==> src/rtl/cal_ctrl_pkg.sv <==
// Shared types and helpers for the alarm-clock mode/enable sequencer.
// Holds the mode encoding, month index constants and the month-length lookup.
package clock_pkg;

    typedef enum logic [1:0] {
        RUN  = 2'd0,
        TSET = 2'd1,
        ASET = 2'd2
    } mode_t;

    // 0-based month indices of the short months
    localparam logic [3:0] FEB = 4'd1;
    localparam logic [3:0] APR = 4'd3;
    localparam logic [3:0] JUN = 4'd5;
    localparam logic [3:0] SEP = 4'd8;
    localparam logic [3:0] NOV = 4'd10;

    // Last valid 0-based date of a month; leap only matters for February.
    function automatic logic [4:0] month_last(input logic [3:0] month, input logic leap);
        logic [4:0] last;
        if (month == FEB) begin
            last = leap ? 5'd28 : 5'd27;
        end else if ((month == APR) || (month == JUN) || (month == SEP) || (month == NOV)) begin
            last = 5'd29;
        end else begin
            last = 5'd30;
        end
        return last;
    endfunction

endpackage

==> src/rtl/cal_ctrl_adv_rpt.sv <==
// Advance-button conditioner: rising-edge advance plus tick-based auto-repeat.
// The button must be pressed while 'active' to arm; a button already held when
// it becomes active stays disarmed until released and pressed again.
module adv_rpt #(
    parameter int HOLD_TICKS = 2
) (
    input  logic clk,
    input  logic rst,
    input  logic tick,
    input  logic btn,
    input  logic active,
    output logic adv
);

    localparam int CW = (HOLD_TICKS < 1) ? 1 : $clog2(HOLD_TICKS + 1);
    localparam logic [CW-1:0] HOLD_MAX = CW'(HOLD_TICKS);

    logic          prev_q, prev_d;
    logic          armed_q, armed_d;
    logic [CW-1:0] cnt_q, cnt_d;
    logic          rise;

    // Edge detect against the registered level, arm on press, count held ticks
    always_comb begin
        rise    = btn & ~prev_q;
        prev_d  = btn;
        armed_d = armed_q;
        cnt_d   = cnt_q;
        adv     = 1'b0;
        if (!btn || !active) begin
            armed_d = 1'b0;
            cnt_d   = '0;
        end else if (rise) begin
            armed_d = 1'b1;
            adv     = 1'b1;
        end else if (armed_q && tick) begin
            if (cnt_q == HOLD_MAX) begin
                adv = 1'b1;
            end else begin
                cnt_d = cnt_q + 1'b1;
            end
        end
    end

    // Button history and repeat state
    always_ff @(posedge clk or negedge rst) begin
        if (!rst) begin
            prev_q  <= 1'b0;
            armed_q <= 1'b0;
            cnt_q   <= '0;
        end else begin
            prev_q  <= prev_d;
            armed_q <= armed_d;
            cnt_q   <= cnt_d;
        end
    end

endmodule

==> src/rtl/cal_ctrl.sv <==
// Mode/enable sequencer for the alarm-clock datapath.
// Owns the RUN/TSET/ASET mode machine and issues one-cycle registered enables
// for the time counters and alarm registers, the date early reset and the
// seconds clear. Optional macro LEAP_YEAR_EN adds a 2-bit year counter that
// lengthens February to 29 days when the year count is 0.
module cal_ctrl
    import clock_pkg::*;
#(
    parameter int NS         = 60,
    parameter int NH         = 24,
    parameter int ND         = 7,
    parameter int NM         = 12,
    parameter int HOLD_TICKS = 2
) (
    input  logic       clk,
    input  logic       rst,
    input  logic       tick,
    input  logic       timeset,
    input  logic       alarmset,
    input  logic       minadv,
    input  logic       hrsadv,
    input  logic       dayadv,
    input  logic       dateadv,
    input  logic       monthadv,
    input  logic [6:0] t_sec,
    input  logic [6:0] t_min,
    input  logic [6:0] t_hrs,
    input  logic [2:0] t_day,
    input  logic [4:0] t_date,
    input  logic [3:0] t_month,
    output logic       sec_en,
    output logic       min_en,
    output logic       hrs_en,
    output logic       day_en,
    output logic       date_en,
    output logic       month_en,
    output logic       date_erst,
    output logic       sec_clr,
    output logic       amin_en,
    output logic       ahrs_en,
    output logic       disp_alarm,
    output logic [1:0] mode
);

    mode_t mode_q, mode_d;
    logic  stay_tset, stay_aset;
    logic  min_adv, hrs_adv, day_adv, date_adv, month_adv;
    logic  leap;
    logic  [4:0] date_last;
    logic  date_wrap;
    logic  c_sec, c_min, c_hrs, c_day, c_mon;

    logic sec_en_q, sec_en_d, min_en_q, min_en_d, hrs_en_q, hrs_en_d;
    logic day_en_q, day_en_d, date_en_q, date_en_d, month_en_q, month_en_d;
    logic date_erst_q, date_erst_d, sec_clr_q, sec_clr_d;
    logic amin_en_q, amin_en_d, ahrs_en_q, ahrs_en_d;
    logic disp_alarm_q, disp_alarm_d;

`ifdef LEAP_YEAR_EN
    logic [1:0] year_q, year_d;
`endif

    // Day-of-week steps as a plain counter, so its value and modulus are not
    // needed here; NM is only consulted when the year counter is built in.
    logic unused_inputs;
    assign unused_inputs = ^{t_day, 3'(ND), 4'(NM)};

    // Mode next-state: both mode buttons together force RUN; TSET/ASET only via RUN
    always_comb begin
        mode_d = mode_q;
        if (timeset && alarmset) begin
            mode_d = RUN;
        end else begin
            case (mode_q)
                RUN:     if (timeset) mode_d = TSET;
                         else if (alarmset) mode_d = ASET;
                TSET:    if (!timeset) mode_d = RUN;
                ASET:    if (!alarmset) mode_d = RUN;
                default: mode_d = RUN;
            endcase
        end
    end

    // A button edge is honoured only if the mode is not being left this cycle
    assign stay_tset = (mode_q == TSET) && (mode_d == TSET);
    assign stay_aset = (mode_q == ASET) && (mode_d == ASET);

    adv_rpt #(.HOLD_TICKS(HOLD_TICKS)) u_min_rpt (
        .clk(clk), .rst(rst), .tick(tick), .btn(minadv),
        .active(stay_tset | stay_aset), .adv(min_adv)
    );
    adv_rpt #(.HOLD_TICKS(HOLD_TICKS)) u_hrs_rpt (
        .clk(clk), .rst(rst), .tick(tick), .btn(hrsadv),
        .active(stay_tset | stay_aset), .adv(hrs_adv)
    );
    adv_rpt #(.HOLD_TICKS(HOLD_TICKS)) u_day_rpt (
        .clk(clk), .rst(rst), .tick(tick), .btn(dayadv),
        .active(stay_tset), .adv(day_adv)
    );
    adv_rpt #(.HOLD_TICKS(HOLD_TICKS)) u_date_rpt (
        .clk(clk), .rst(rst), .tick(tick), .btn(dateadv),
        .active(stay_tset), .adv(date_adv)
    );
    adv_rpt #(.HOLD_TICKS(HOLD_TICKS)) u_month_rpt (
        .clk(clk), .rst(rst), .tick(tick), .btn(monthadv),
        .active(stay_tset), .adv(month_adv)
    );

    // Tick carry chain (RUN/ASET) and month-end detection from sampled counters
    always_comb begin
`ifdef LEAP_YEAR_EN
        leap = (year_q == 2'd0);
`else
        leap = 1'b0;
`endif
        date_last = month_last(t_month, leap);
        // Out-of-range dates are treated as the last date so they recover
        date_wrap = (t_date >= date_last);
        c_sec     = (mode_q != TSET) && tick;
        c_min     = c_sec && (t_sec == 7'(NS - 1));
        c_hrs     = c_min && (t_min == 7'(NS - 1));
        c_day     = c_hrs && (t_hrs == 7'(NH - 1));
        c_mon     = c_day && date_wrap;
    end

    // Enable merge: advance buttons step only their own field, never carry
    always_comb begin
        sec_en_d     = c_sec;
        min_en_d     = c_min | ((mode_q == TSET) & min_adv);
        hrs_en_d     = c_hrs | ((mode_q == TSET) & hrs_adv);
        day_en_d     = c_day | day_adv;
        date_en_d    = c_day | date_adv;
        date_erst_d  = (c_day | date_adv) & date_wrap;
        month_en_d   = c_mon | month_adv;
        amin_en_d    = (mode_q == ASET) & min_adv;
        ahrs_en_d    = (mode_q == ASET) & hrs_adv;
        sec_clr_d    = (mode_q == TSET) && (mode_d != TSET);
        disp_alarm_d = (mode_d == ASET);
`ifdef LEAP_YEAR_EN
        year_d = year_q;
        if (c_mon && (t_month == 4'(NM - 1))) begin
            year_d = year_q + 2'd1;
        end
`endif
    end

    // Mode state and all registered outputs
    always_ff @(posedge clk or negedge rst) begin
        if (!rst) begin
            mode_q       <= RUN;
            sec_en_q     <= 1'b0;
            min_en_q     <= 1'b0;
            hrs_en_q     <= 1'b0;
            day_en_q     <= 1'b0;
            date_en_q    <= 1'b0;
            month_en_q   <= 1'b0;
            date_erst_q  <= 1'b0;
            sec_clr_q    <= 1'b0;
            amin_en_q    <= 1'b0;
            ahrs_en_q    <= 1'b0;
            disp_alarm_q <= 1'b0;
`ifdef LEAP_YEAR_EN
            year_q       <= 2'd0;
`endif
        end else begin
            mode_q       <= mode_d;
            sec_en_q     <= sec_en_d;
            min_en_q     <= min_en_d;
            hrs_en_q     <= hrs_en_d;
            day_en_q     <= day_en_d;
            date_en_q    <= date_en_d;
            month_en_q   <= month_en_d;
            date_erst_q  <= date_erst_d;
            sec_clr_q    <= sec_clr_d;
            amin_en_q    <= amin_en_d;
            ahrs_en_q    <= ahrs_en_d;
            disp_alarm_q <= disp_alarm_d;
`ifdef LEAP_YEAR_EN
            year_q       <= year_d;
`endif
        end
    end

    assign mode       = mode_q;
    assign sec_en     = sec_en_q;
    assign min_en     = min_en_q;
    assign hrs_en     = hrs_en_q;
    assign day_en     = day_en_q;
    assign date_en    = date_en_q;
    assign month_en   = month_en_q;
    assign date_erst  = date_erst_q;
    assign sec_clr    = sec_clr_q;
    assign amin_en    = amin_en_q;
    assign ahrs_en    = ahrs_en_q;
    assign disp_alarm = disp_alarm_q;

endmodule

==> config.mk <==
export PLATFORM = sky130hd
export DESIGN_NAME = cal_ctrl
export DESIGN_NICKNAME = d
export VERILOG_FILES = /design/src/rtl/cal_ctrl_pkg.sv /design/src/rtl/cal_ctrl_adv_rpt.sv /design/src/rtl/cal_ctrl.sv
export SDC_FILE = /design/constraint.sdc
export NUM_CORES = 1
export LEC_CHECK = 0
export ABC_AREA = 1
export ABC_CLOCK_PERIOD_IN_PS = 1800
export BUFFER_PORTS_ARGS = -buffer_cell sky130_fd_sc_hd__clkbuf_2
export CAP_MARGIN = 20
export CELL_PAD_IN_SITES_DETAIL_PLACEMENT = 1
export CELL_PAD_IN_SITES_GLOBAL_PLACEMENT = 1
export CORE_ASPECT_RATIO = 0.75
export CORE_MARGIN = 5
export CORE_UTILIZATION = 37
export CTS_CLUSTER_SIZE = 8
export DETAILED_ROUTE_END_ITERATION = 8
export HOLD_SLACK_MARGIN = 0.03
export PLACE_DENSITY = 0.9
export SETUP_SLACK_MARGIN = 0.05
export SYNTH_ARGS = -nofsm -noshare
export SYNTH_HDL_FRONTEND = slang
export SYNTH_SLANG_ARGS = --single-unit
==> constraint.sdc <==
create_clock -name clk -period 1.8 [get_ports clk]
set_input_delay 0.18 -clock clk [delete_from_list [all_inputs] [get_ports clk]]
set_output_delay 0.18 -clock clk [all_outputs]
set_load 0.01 [all_outputs]
[Word level (Yosys, flattened, before mapping)]
Cells that the tools add are included.
Operators by class
  add/sub/neg operators: 5
  magnitude comparators: 1
  equal/unequal tests: 29
  muxes and demuxes: 58
  bitwise logic cells: 21
  reduce and logical (&&, ||, !) cells: 45
Operator list (number)
  $mux 2: 26
  $mux 1: 30
  $reduce_bool 2->1: 10
  $reduce_and 3->1: 5
  $eq 2x2->1 const B: 7
  $eq 7x6->1 const B: 2
  $logic_and 1x1->1: 14
  $ne 2x1->1 const B: 7
  $add 2x1->2 const B: 5
  $and 1x1->1: 10
  $ne 2x2->1 const B: 5
  $eq 4x4->1 const B: 2
  $logic_or 1x1->1: 8
  $eq 7x5->1 const B: 1
  $logic_not 1->1: 7
  $or 1x1->1: 6
  $pmux 2 s3: 1
  $ge 5x5->1: 1
  $not 1->1: 5
  $eq 2x1->1 const B: 2
  $eq 4x1->1 const B: 1
  $eq 4x2->1 const B: 1
  $eq 4x3->1 const B: 1
  $mux 3: 1
  $logic_not 2->1: 1
Storage, ports and cells
  register bits after elaboration: 33
  input bits: 43
  output and inout port bits: 13
  word-level logic and storage cells: 186

[Longest topological paths before layout]
Gate-level depths: netlist of the first run.
  depth after elaboration: 12
  gate-level depth with buffers: 11
  mapped depth without buffers: 11

[Modules after synthesis]
From an unflattened synthesis of the first run, not the netlist that was laid out.
Second synthesis, totals
  cells, all modules: 218
  area, all modules: 1730.4 µm²
Modules (own cells, without submodules)
  adv_rpt: instances 5, cells an instance 27, area each 206.4 µm², sequential area each 100.1 µm²
  cal_ctrl: instances 1, cells an instance 83, area each 698.2 µm², sequential area each 325.3 µm²

[Worst setup path before layout of the first run]
No wires, ideal clock.
  kind: input to register
  from: in t_month[1]
  to: reg month_en_q (netlist: month_en)
  library setup time: 0.125 ns
  data arrival time: 1.167 ns
  data required time: 1.675 ns
  path slack: 0.508 ns
  stages on the path: 10
  path buffers: 0
  cell sequence: inv_1 nand2_1 nor3_1 ha_1 nand2_1 inv_1 o21ai_0 nand2_1 nor2_1 o21ai_1
On the way
  word-level cells in the longest chain between the ends: 9
  elaborated cells between the ends (all ways): 13
  classes of those cells: order compare (1); eq/ne (5); mux (2); bitwise (1); reduce/logical (4)
Ends and longest elaborated chain
  from (decl): RTL line cal_ctrl.sv:30  | input logic [3:0] t_month,
  $eq 4x2->1 / $eq 4x3->1 (equally long branches): RTL line cal_ctrl_pkg.sv:23  | end else if ((month == APR) || (month == JUN) || (month == SEP) || (month == NOV)) begin
  $logic_or 1x1->1 (3 in series): RTL line cal_ctrl_pkg.sv:23
  $mux 2: RTL line cal_ctrl_pkg.sv:23
  $mux 3 *: RTL line cal_ctrl_pkg.sv:21  | if (month == FEB) begin
  $ge 5x5->1 *: RTL line cal_ctrl.sv:118  | date_wrap = (t_date >= date_last);
  $logic_and 1x1->1 *: RTL line cal_ctrl.sv:123  | c_mon = c_day && date_wrap;
  $or 1x1->1 *: RTL line cal_ctrl.sv:134  | month_en_d = c_mon | month_adv;
  via month_en_d: RTL line cal_ctrl.sv:54  | logic day_en_q, day_en_d, date_en_q, date_en_d, month_en_q, month_en_d;
  to (signal assigned): RTL line cal_ctrl.sv:172  | month_en_q <= month_en_d;
  to (decl): RTL line cal_ctrl.sv:54
Mark *: on every way through the listed nets, which the timed path passes. The rest lies on a longest branch.
A chain may end at the register's enable or synchronous reset.

[Worst setup path in the final report of the first run]
  from: reg u_month_rpt.cnt_q[0]
  to: reg u_month_rpt.cnt_q[1]
On the way
  word-level cells in the longest chain between the ends: 5
  elaborated cells between the ends (all ways): 8
  classes of those cells: add/sub (1); eq/ne (2); mux (4); reduce/logical (1)
Ends and longest elaborated chain
  from (decl): RTL line cal_ctrl_adv_rpt.sv:20  | logic [CW-1:0] cnt_q, cnt_d;
  from (signal assigned): RTL line cal_ctrl_adv_rpt.sv:54  | cnt_q <= cnt_d;
  $add 2x1->2: RTL line cal_ctrl_adv_rpt.sv:40  | cnt_d = cnt_q + 1'b1;
  $mux 2: RTL line cal_ctrl_adv_rpt.sv:37  | if (cnt_q == HOLD_MAX) begin
  $mux 2: RTL line cal_ctrl_adv_rpt.sv:36  | end else if (armed_q && tick) begin
  $mux 2: RTL line cal_ctrl_adv_rpt.sv:33  | end else if (rise) begin
  $mux 2: RTL line cal_ctrl_adv_rpt.sv:30  | if (!btn || !active) begin
Several ways; a longest one is shown, not always the timed one. The select of a mux whose other input is x is not followed.

==> summary.txt, run 1 <==
Outcome
  – Outcome: completed

Routing
  – Routed WL: 4.13 mm
  – Via count: 1,441
  – DRT iter0 DRCs: 59
  – DR vias/cell: 4.69
  – Final ANT Viol Nets: 0
  – Average wire per standard cell: 13.5 um
  – Pre-Repair DR Iteration Count: 4
  – Drc violations: 0

CTS
  – Clock Latency Late Sink: 0.28 ns
  – Clk sinks: 33
  – Clock transition at path regs: 0.07 ns
  – CTS tree: yes
  – CTS max path bufs: 2
  – Root Driver: clkbuf_8
  – Post-CTS Setup Inserts: 0
  – H-Tree Depth: 2
  – Number of CTS-inserted buffers: 5

Synth
  – Mean Syn Cell Area: 9.13 um2
  – Mux cell area share after synthesis: 0
  – Seq/Total Area, Yosys: 0.481
  – Simple-gate share of the synthesized area: 0.276
  – Post-synth top area share: 0.481
  – Post-Syn Area: 1720 um2
  – Largest cells by area after synthesis: dfrtp_1, inv_1, nand2_1
  – Mapped Cells: 188
  – Cell taking the most area after synthesis: dfrtp_1
  – Post-Syn Nets: 239
  – Largest family of logic cells by synthesized area: simple AND/OR/NAND/NOR gates
  – Register bit total from synthesis: 33
  – Cell variety after synth: 30
  – Synth warnings: 0
  – Post-Synth Adder-Cell Area: 0.0583
  – Xor and xnor fraction of the mapped netlist area: 0.0153
  – Synth Area in Compound Gates: 0.0765

Setup path
  – Worst Setup End Kind: register
  – Setup CP Type: reg -> reg
  – Critical Path Slowest Stage Cell: dfrtp_1
  – Largest stage delay, worst path: 0.35 ns
  – Max FO, Critical Path: 3
  – Arrival time worst endpoint: 1.57 ns
  – R2R setup slack: 0.43 ns
  – Most used cell, CP: inv_1
  – Startpoint types: register
  – Worst-path cell chain: inv_1 -> ha_1 -> inv_1 -> nand2_1 -> nor2_1 -> inv_1 -> or2_0 -> a21oi_1
  – WP data required: 2.00 ns

Power and ir drop
  – Clock Power Share: 0.397
  – Maximum vdd drop: 381 uV
  – Pwr Density: 708 nW/um2
  – Sw Share: 0.239
  – Sw Pwr: 367 uW
  – Reg power frac: 0.501
  – Comb power frac: 0.102
  – Leak pwr: 0.00112 uW
  – Internal power: 1170 uW

GRT
  – Initial antenna violation count: 0
  – First-pass GRT wire length: 7.16 mm
  – Global route overflow: 0
  – Tot GR Track Use: 0.155
  – Vias in the first global route: 1,567
  – Largest net degree at the start of global routing: 34

Finish
  – Most common cell after layout, fill and taps aside: clkbuf_2
  – Final net count: 300
  – # fillers: 565
  – Area delta synth->final: 26.2%
  – Most frequent cells in the layout: clkbuf_2, inv_1, dfrtp_1, nand2_1, nor2_1
  – Diode count: 0
  – Share of cells above drive strength 1: 0.356

Floorplan
  – Chip height: 69.0 um
  – Placeable Area: 4470 um2
  – Die area: 6120 um2
  – Initial Util: 0.384
  – Row Count: 21
  – IO Pins: 56
  – Die outline width: 88.7 um

Timing
  – Tcrit/Tclk final: 0.760
  – Slew Viols, Final: 0
  – Fmax: 0.731 GHz
  – Hold Vio Cnt, Final: 0
  – RSZ-0062 raised after global routing: no
  – Final min period: 1.37 ns
  – Final setup viols: 0
  – Worst-Margin Slew: 0.425 ns
  – Final Skew: 0.00530 ns
  – Total negative setup slack: 0 ns
  – Slew Limit Headroom: 0.717
  – Final worst setup slack: 0.431 ns

Run
  – Max Cap Viol: 0

Placed design
  – DP Worst Slack: 0.196 ns
  – IO buf count: 52
  – Detail Placement HPWL: 3.36 mm
  – Gp weighted congestion: 0.769

Worst hold path
  – Min-delay worst type: in -> reg
-- what timing repair did --
action / 4_1_cts / 5_1_grt
hold buffers: 2 / 0
hold endpoints to repair: 34 / 0
gates resized for setup: 0 / 0
-- cell type report --
class                      instances  area [um2]  share of cell area
clock buffer                       7        96.3              0.0445
clock inverter                     1        5.00             0.00231
inverter                          39         148              0.0682
multi-input combinational        115         732               0.338
sequential                        33         826               0.381
tap                               57        71.3              0.0329
timing repair buffer              55         288               0.133
-- sequential cells by signal, indices dropped and copies added, names as in the netlist, 2 cells and up --
signal	count
u_min_rpt.cnt_q	2
u_day_rpt.cnt_q	2
mode	2
u_hrs_rpt.cnt_q	2
u_month_rpt.cnt_q	2
u_date_rpt.cnt_q	2
-- routing by layer --
metal  share of wire  up-vias  GRT usage
met5               0        -          0
met4           0.012        0     0.0453
met3           0.049        5     0.0451
met2            0.50       37      0.269
met1            0.44      688      0.187
li1                -      711          -
-- metrics by stage --
stage	hold WS, ns	std cells	power [uW]	cell area [um2]	utilization
floorplan	-0.116	188	848	1720	-
global placement	0.226	297	929	2040	0.458
detailed placement	0.236	297	938	2040	0.458
CTS	0.0354	307	1550	2170	0.485
global route	0.0313	307	1630	2170	0.485
finish	0.0434	307	1530	2170	0.485
-- final timing paths --
| kind | startpoint | end | cells after the start |
|---|---|---|---|
| min in group asynchronous | rst | day_en$_DFF_PN0_ | 3 |
| max | u_month_rpt.cnt_q[0]$_DFFE_PN0P_ | u_month_rpt.cnt_q[1]$_DFFE_PN0P_ | 8 |
| max reg2reg | u_month_rpt.cnt_q[0]$_DFFE_PN0P_ | u_month_rpt.cnt_q[1]$_DFFE_PN0P_ | 8 |
| min reg2reg | u_date_rpt.prev_q$_DFF_PN0_ | u_date_rpt.armed_q$_DFFE_PN0P_ | 1 |
| max in group asynchronous | rst | u_hrs_rpt.armed_q$_DFFE_PN0P_ | 3 |
| min | monthadv | u_month_rpt.prev_q$_DFF_PN0_ | 1 |
-- critical path, delay by kind of cell, from the launching register on --
family	cells	cell delay [ns]
AND/OR/NAND/NOR	3	0.38
adder cells (fa/ha/maj)	1	0.19
AO/OA/AOI/OAI	1	0.14
flip-flops	1	0.35
buffers and inverters	3	0.22
-- cells in the mapped netlist --
library cell / n
inv_2: 1
xor2_1: 2
nand3b_1: 2
o21ai_1: 1
a21boi_0: 1
nand2_1: 27
clkinv_2: 1
nor3_1: 1
a21oi_1: 6
nand2_4: 3
nand3_1: 5
or2_0: 1
o21ai_4: 1
o21a_1: 1
dfrtp_1: 33
or2_2: 4
ha_1: 8
buf_6: 1
nand3_2: 4
nor3_2: 1
a21oi_2: 4
xnor2_1: 1
nand4_1: 9
nor3b_2: 2
nor3_4: 1
nor2_4: 2
nand2_2: 4
o21ai_0: 6
inv_1: 37
nor2_1: 18
-- cells by family (layout without fill, tap and decap cells) --
| family | after synthesis | after routing |
|---|---|---|
| buffers and inverters | 40 | 102 |
| flip-flops | 33 | 33 |
| AO/OA/AOI/OAI | 20 | 20 |
| XOR/XNOR | 3 | 3 |
| adder cells (fa/ha/maj) | 8 | 8 |
| AND/OR/NAND/NOR | 84 | 84 |
-- power groups by stage --
| stage | Clock (uW) | Sequential, uW | Combinational, uW |
|---|---|---|---|
| 5_1_grt | 681 | 769 | 178 |
| 2_1_floorplan | 0 | 783 | 64.7 |
| 3_3_place_gp | 0 | 780 | 149 |
| 6_report | 610 | 768 | 156 |
| 3_5_place_dp | 0 | 781 | 157 |
| 4_1_cts | 624 | 768 | 160 |
Power figures use the tool's default switching activity.
==> run 2, diff against run 1 <==
Settings changed: ABC_CLOCK_PERIOD_IN_PS 1800 to 1300.
Clock period 1.8 ns to 1.3 ns, I/O delays scaled along.
==> summary.txt, run 2 (synthesized netlist as in run 1, its figures left out) <==
Routing
  – Final ANT Viol Nets: 0
  – DR vias/cell: 4.89
  – Average wire per standard cell: 17.7 um
  – Via count: 1,614
  – Pre-Repair DR Iteration Count: 5
  – Drc violations: 0
  – Routed WL: 5.83 mm
  – DRT iter0 DRCs: 47

GRT
  – First-pass GRT wire length: 8.60 mm
  – Global route overflow: 0
  – Tot GR Track Use: 0.191
  – Initial antenna violation count: 0
  – Vias in the first global route: 1,815
  – Largest net degree at the start of global routing: 23

Setup path
  – Max FO, Critical Path: 2
  – Worst-path cell chain: ha_4 -> inv_2 -> nand4_1 -> buf_4 -> xor2_2 -> nor2_1
  – Worst Setup End Kind: register
  – Arrival time worst endpoint: 1.49 ns
  – Setup CP Type: reg -> reg
  – Startpoint types: register
  – WP data required: 1.52 ns
  – R2R Path Start: u_hrs_rpt.cnt_q[1]$_DFFE_PN0P_
  – CP Launch Point: u_hrs_rpt.cnt_q[1]$_DFFE_PN0P_
  – Largest stage delay, worst path: 0.43 ns
  – Critical Path Slowest Stage Cell: dfrtp_1

CTS
  – Root Driver: clkbuf_8
  – Clk sinks: 33
  – Clock transition at path regs: 0.07 ns
  – CTS tree: yes
  – Number of CTS-inserted buffers: 5
  – H-Tree Depth: 2
  – CTS max path bufs: 2
  – Clock Latency Late Sink: 0.29 ns

Timing
  – Worst-Margin Slew: 0.563 ns
  – Fmax: 0.787 GHz
  – Total negative setup slack: 0 ns
  – Slew Limit Headroom: 0.625
  – Tcrit/Tclk final: 0.978
  – Final setup viols: 0
  – Final min period: 1.27 ns
  – RSZ-0062 raised after global routing: yes
  – Final Skew: 0.00305 ns
  – Slew Viols, Final: 0
  – Hold Vio Cnt, Final: 0

Placed design
  – Placed insts: 304
  – IO buf count: 52
  – Gp weighted congestion: 0.738
  – Detail Placement HPWL: 3.76 mm

Finish
  – Most frequent cells in the layout: clkbuf_2, dfrtp_1, inv_1, buf_4, nand2_1
  – Util after Layout: 0.566
  – Share of cells above drive strength 1: 0.553
  – Final net count: 324
  – Most common cell after layout, fill and taps aside: clkbuf_2
  – Area delta synth->final: 47.2%
  – # fillers: 526
  – Diode count: 0
  – Final Non-Filler Cells: 330

Power and ir drop
  – Maximum vdd drop: 374 uV
  – Pwr Density: 851 nW/um2
  – Leak pwr: 0.00125 uW

Floorplan
  – Die outline width: 88.7 um
  – Row Count: 21
  – Initial Util: 0.384
  – Chip height: 69.0 um
  – IO Pins: 56
  – Placeable Area: 4470 um2
  – Die area: 6120 um2

Run
  – Max Cap Viol: 0

Worst hold path
  – Hold Crit Start: minadv
  – Min-delay worst type: in -> reg

Outcome
  – Outcome: completed
run 2: cell count changes in the layout (fill, tap and decap cells not counted), sizes merged:
| cell | before | now |
|---|---|---|
| buf | 1 | 24 |
| clkbuf | 59 | 58 |
| clkinv | 2 | 0 |
| dlygate4sd3 | 2 | 4 |
| inv | 38 | 39 |
run 2: worst paths after layout:
path / endpoint / slack [ns] / cells after the start
min in group asynchronous: u_day_rpt.cnt_q[0]$_DFFE_PN0P_ / 0.36 / 2
max in group asynchronous: mode[1]$_DFF_PN0_ / 0.41 / 3
setup / recovery: u_hrs_rpt.cnt_q[0]$_DFFE_PN0P_ / 0.03 / 6
hold reg to reg: u_date_rpt.armed_q$_DFFE_PN0P_ / 0.48 / 1
hold / removal: u_min_rpt.prev_q$_DFF_PN0_ / 0.04 / 1
setup reg to reg: u_hrs_rpt.cnt_q[0]$_DFFE_PN0P_ / 0.03 / 6
run 2: per-stage QoR:
step                      instance area, um2  power [uW]  setup WS, ns  hold slack, ns
after detailed placement                2100        1320        -0.306           0.135
final                                   2530        2150        0.0287          0.0434
after global placement                  2100        1300       -0.0999           0.133
after global routing                    2530        2240       -0.0684          0.0403
after CTS                               2380        2110       -0.0120          0.0338
after floorplan                         1720        1170        0.0585          -0.166
run 2: final cells by class:
cell class | count | area [um2] | share of cell area
Inverter | 39 | 149 | 0.0589
Sequential cell | 33 | 827 | 0.327
Multi-Input combinational cell | 115 | 918 | 0.363
Tap cell | 57 | 71.3 | 0.0282
Timing Repair Buffer | 79 | 475 | 0.188
Clock buffer | 7 | 86.3 | 0.0342
run 2: critical path, delay by kind of cell, from the launching register on:
family                   cells  cell delay, ns
XOR/XNOR                     1            0.14
adder cells (fa/ha/maj)      1            0.19
buffers and inverters        2            0.24
flip-flops                   1            0.43
AND/OR/NAND/NOR              2            0.21
run 2: metal layers:
| metal | track usage | vias to the layer above | share of wire | routed length, um |
|---|---|---|---|---|
| met5 | 0 | - | 0 | 0 |
| met3 | 0.0475 | 15 | 0.052 | 306 |
| met2 | 0.362 | 58 | 0.55 | 3190 |
| li1 | - | 755 | - | - |
| met1 | 0.203 | 786 | 0.37 | 2180 |
| met4 | 0.0774 | 0 | 0.027 | 158 |
run 2: where the power goes:
group | switching, uW | total [uW] | internal [uW]
Clock | 375 | 795 | 420
Combinational | 167 | 293 | 125
Sequential | 17.8 | 1060 | 1050
Total | 560 | 2150 | 1590
run 2: timing repair:
action / in CTS / in global routing
pin swaps: 9 / 24
hold endpoints to repair: 23 / 0
endpoints found under the setup margin: 16 / 20
resized for setup: 28 / 37
buffers inserted: 12 / 5
hold buffers: 4 / 0
cloned: 0 / 0
